--- src/rtl/alu_pkg.sv ---
// Shared widths and opcode encoding for the AND/ADD/ADC execute-stage slice.
package alu_pkg;

    localparam int WIDTH = 20;
    localparam int HALF  = WIDTH / 2;

    typedef enum logic [1:0] {
        OP_AND  = 2'b00,
        OP_ADD  = 2'b01,
        OP_ADC  = 2'b10,
        OP_RSVD = 2'b11
    } op_e;

    // Clears everything above the half-word when mode selects half-word.
    function automatic logic [WIDTH-1:0] mask_active(input logic [WIDTH-1:0] value,
                                                     input logic            full);
        logic [WIDTH-1:0] masked;
        masked = full ? value : {{(WIDTH-HALF){1'b0}}, value[HALF-1:0]};
        return masked;
    endfunction

endpackage

--- src/rtl/alu_add_core.sv ---
// Combinational adder with carry-in; produces the active-width sum and the
// carry out of the active width (bit WIDTH in full-word, bit HALF in half-word).
module alu_add_core
    import alu_pkg::*;
(
    input  logic [WIDTH-1:0] a,
    input  logic [WIDTH-1:0] b,
    input  logic             cin,
    input  logic             mode,
    output logic [WIDTH-1:0] sum,
    output logic             cout
);

    logic [WIDTH-1:0] a_active;
    logic [WIDTH-1:0] b_active;
    logic [WIDTH:0]   raw_sum;

    // Upper operand bits are zeroed in half-word mode, so bit HALF of the
    // raw sum is exactly the half-word carry.
    assign a_active = mask_active(a, mode);
    assign b_active = mask_active(b, mode);
    assign raw_sum  = {1'b0, a_active} + {1'b0, b_active} + {{WIDTH{1'b0}}, cin};

    assign sum  = mask_active(raw_sum[WIDTH-1:0], mode);
    assign cout = mode ? raw_sum[WIDTH] : raw_sum[HALF];

endmodule

--- src/rtl/alu_and_add_slice.sv ---
// Registered 20-bit AND/ADD/ADC slice with full/half-word modes, producing
// result, zero and carry flags one cycle after an accepted request.
module alu_and_add_slice
    import alu_pkg::*;
(
    input  logic             clk,
    input  logic             rst_n,
    input  logic             in_valid,
    input  logic [1:0]       op,
    input  logic             mode,
    input  logic [WIDTH-1:0] a,
    input  logic [WIDTH-1:0] b,
    output logic             out_valid,
    output logic [WIDTH-1:0] c,
    output logic             zero,
    output logic             carry
);

    op_e              op_dec;
    logic             accept;
    logic             add_cin;
    logic [WIDTH-1:0] add_sum;
    logic             add_cout;
    logic [WIDTH-1:0] and_result;

    logic [WIDTH-1:0] c_reg,         c_next;
    logic             zero_reg,      zero_next;
    logic             carry_reg,     carry_next;
    logic             out_valid_reg;

    assign op_dec = op_e'(op);
    assign accept = in_valid && (op_dec != OP_RSVD);

    // ADC chains off the registered flag, so a back-to-back ADC sees the
    // carry produced by the immediately preceding add.
    assign add_cin = (op_dec == OP_ADC) ? carry_reg : 1'b0;

    alu_add_core u_add_core (
        .a    (a),
        .b    (b),
        .cin  (add_cin),
        .mode (mode),
        .sum  (add_sum),
        .cout (add_cout)
    );

    assign and_result = mask_active(a & b, mode);

    always_comb begin
        c_next     = c_reg;
        zero_next  = zero_reg;
        carry_next = carry_reg;
        if (accept) begin
            unique case (op_dec)
                OP_AND: begin
                    c_next = and_result;
                end
                OP_ADD, OP_ADC: begin
                    c_next     = add_sum;
                    carry_next = add_cout;
                end
                default: begin
                    c_next = c_reg;
                end
            endcase
            // Inactive upper bits are already zero, so a whole-word test
            // covers both modes.
            zero_next = (c_next == '0);
        end
    end

    always_ff @(posedge clk or negedge rst_n) begin
        if (!rst_n) begin
            c_reg         <= '0;
            zero_reg      <= 1'b0;
            carry_reg     <= 1'b0;
            out_valid_reg <= 1'b0;
        end else begin
            c_reg         <= c_next;
            zero_reg      <= zero_next;
            carry_reg     <= carry_next;
            out_valid_reg <= accept;
        end
    end

    assign c         = c_reg;
    assign zero      = zero_reg;
    assign carry     = carry_reg;
    assign out_valid = out_valid_reg;

endmodule

--- config.mk ---
export PLATFORM = sky130hd
export DESIGN_NAME = alu_and_add_slice
export DESIGN_NICKNAME = d
export VERILOG_FILES = /design/src/rtl/alu_pkg.sv /design/src/rtl/alu_add_core.sv /design/src/rtl/alu_and_add_slice.sv
export SDC_FILE = /design/constraint.sdc
export NUM_CORES = 1
export LEC_CHECK = 0
export ABC_AREA = 1
export CORE_ASPECT_RATIO = 2
export CORE_MARGIN = 1.5
export CORE_UTILIZATION = 55
export DETAILED_ROUTE_END_ITERATION = 10
export GPL_TIMING_DRIVEN = 0
export PLACE_DENSITY = 0.84
export SLEW_MARGIN = 20
export SYNTH_ARGS = -nofsm -noshare
export SYNTH_HDL_FRONTEND = slang
export SYNTH_SLANG_ARGS = --single-unit
--- constraint.sdc ---
create_clock -name clk -period 5.8 [get_ports clk]
set_input_delay 1.45 -clock clk [delete_from_list [all_inputs] [get_ports clk]]
set_output_delay 1.45 -clock clk [all_outputs]
set_load 0.005 [all_outputs]
==> impl_metrics.json <==
{
  "status": "complete, no violations",
  "leakage_nw": 2.23,
  "power_uw": 622,
  "layout_setup_ws_ns": 1.34,
  "wirelength_mm": 9.62,
  "dieWidth_um": 55.2,
  "worst_pin_slew_ns": 0.621,
  "min_period_ns": 4.46,
  "ctsResizeCount": 0,
  "postSynthAreaPerCell_um2": 5.52,
  "dp.cells": 669,
  "drc": 0,
  "dp_hpwl_mm": 7.88,
  "slew_violations": 0,
  "dr.pass1.iters": 5,
  "endpoint_kind": "flop",
  "synth_most_common_cell": "nand2_1",
  "cts_tree": "built",
  "start_kind": "primary input",
  "rrSetupSlack_ns": 2.99,
  "ant_nets": 0,
  "synth_commonest_cells": "nand2_1, inv_1, nand3_1",
  "vias": 3627,
  "num_rows": 37,
  "die_y_um": 107,
  "synth_top_area_frac": 0.242,
  "fin_nets": 687,
  "cellPowerDensity_nw_per_um2": 164,
  "drt_first_iter_violations": 174,
  "gr-total-overflow": 0,
  "syn-num-nets": 614,
  "async_flop_share": 1.00,
  "hold_viol": 0,
  "largest_register_ff_count": 20,
  "port_buffers": 68,
  "synth.yosys.warnings": 0,
  "cts.path.max_buffers": 2,
  "grt_usage": 0.329,
  "place_ws_ns": 1.09,
  "cts_max_level": 1,
  "syn-cell-area_um2": 3000,
  "ys_seq_area_frac": 0.192,
  "fmax_ghz": 0.224,
  "ys_ff_latch": 23,
  "synthesis.instances": 543,
  "antenna_found_initial": 0,
  "num_io_pins": 69,
  "synth_largest_area_cell": "nand2_1",
  "path_max_fanout": 10,
  "finalSetupTns_ns": 0,
  "reg2regPathDepth": 17,
  "holdBufCountCts": 0,
  "die_area_um2": 5930,
  "place.gp.congestion": 1.00,
  "clk_pin_slew_ns": 0.07,
  "grt_max_degree": 24,
  "grt_pass1_wl_mm": 15.4,
  "finalClockSkew_ns": 0.00206,
  "drv_cap": 0,
  "clkSinkCount": 23,
  "clk_latency_ns": 0.27,
  "grt_setup_unrepaired": "no",
  "setup_viol_count_final": 0,
  "grt_pass1_vias": 3536,
  "ys_top_cells_by_area": "nand2_1, dfrtp_1, inv_1",
  "diodes": 0,
  "clock-root-buffer": "clkbuf_8",
  "path_class": "in2reg",
  "hold_path_class": "reg2reg",
  "core_area_um2": 5180,
  "vias_per_cell": 5.39,
  "fin_crit_sh": 0.769,
  "synthFlopType": "dfrtp_1",
  "vdd_drop_max_mv": 0.215,
  "initial_core_util": 0.578,
  "slew_headroom": 0.586,
  "synth_cell_types": 29,
  "area_growth_pct": 26.5,
  "post_cts_buffers": 0,
  "wl_per_cell_um": 14.3,
  "hold_depth": 2,
  "required_ns": 6.01,
  "layout-drive-gt1-share": 0.0390,
  "cts_made_buffers": 3,
  "synth_edf_count": 0,
  "fin_cells": 673,
  "cp_data_arrival_time_ns": 4.68
}
cells by family after synthesis:
kind of cell | share of synthesized area
adder cells (fa/ha/maj) | 0.109
flip-flops | 0.192
AO/OA/AOI/OAI | 0.118
buffers and inverters | 0.174
AND/OR/NAND/NOR | 0.408
routing by layer:
| layer | up-vias | track usage | share of wire | wire [um] |
|---|---|---|---|---|
| met5 | - | 0 | 0 | 0 |
| met4 | 0 | 0.214 | 0.053 | 507 |
| met3 | 46 | 0.0216 | 0.056 | 534 |
| met2 | 163 | 0.639 | 0.54 | 5180 |
| met1 | 1610 | 0.321 | 0.35 | 3410 |
| li1 | 1808 | - | - | - |
stage by stage:
| stage | cell area [um^2] | hold WS [ns] | util |
|---|---|---|---|
| after CTS | 3800 | 0.498 | 0.733 |
| final | 3790 | 0.496 | 0.732 |
| after global placement | 3750 | 0.468 | 0.724 |
| after floorplan | 3000 | 0.472 | - |
| after detailed placement | 3750 | 0.473 | 0.724 |
| after global routing | 3790 | 0.518 | 0.732 |
area by class of cell:
cell class                 instances  area [um^2]
buffer                            12         55.1
clock buffer                       3         41.3
clock inverter                     1         5.00
fill                             465         1390
inverter                         123          465
multi-input combinational        385         1900
sequential                        23          576
tap                               58         72.6
timing repair buffer              68          676
power by group:
group / switching [mW] / internal (mW) / total [mW]
clock: 0.0518 / 0.0481 / 0.0999
sequential: 0.0193 / 0.184 / 0.204
combinational: 0.176 / 0.142 / 0.318
worst max-delay path, cell delays in order:
cell and delay (ns):
clkdlybuf4s50_1 0.61, clkbuf_1 0.36, clkbuf_1 0.44, nand2_1 0.10
inv_1 0.07, ha_1 0.28, nand2_1 0.13, inv_1 0.06
nand2_1 0.16, inv_1 0.06, a21oi_1 0.21, nand3_1 0.10
nand3_1 0.15, a21oi_1 0.08, nor2_1 0.10, nand2_1 0.06
nor2_1 0.12, nand2_1 0.07, nand2_1 0.06
path summary, 6_finish.rpt:
check / end / from
max: zero / mode
min: zero / zero
max reg2reg: zero / carry
min reg2reg: zero / zero
max in group asynchronous: c[11] / rst_n
min in group asynchronous: c[16] / rst_n
layout by cell type, fill, tap and decap left out, types with 8 or more instances in the layout:
master and instances:
nand2_1 193, inv_1 115, clkdlybuf4s50_1 67, nand3_1 41
nor2_1 35, a21oi_1 31, ha_1 23, dfrtp_1 23
o21ai_0 17, a31oi_1 10, clkbuf_1 9, nand4_1 8
(Power assumes the default switching activity.)
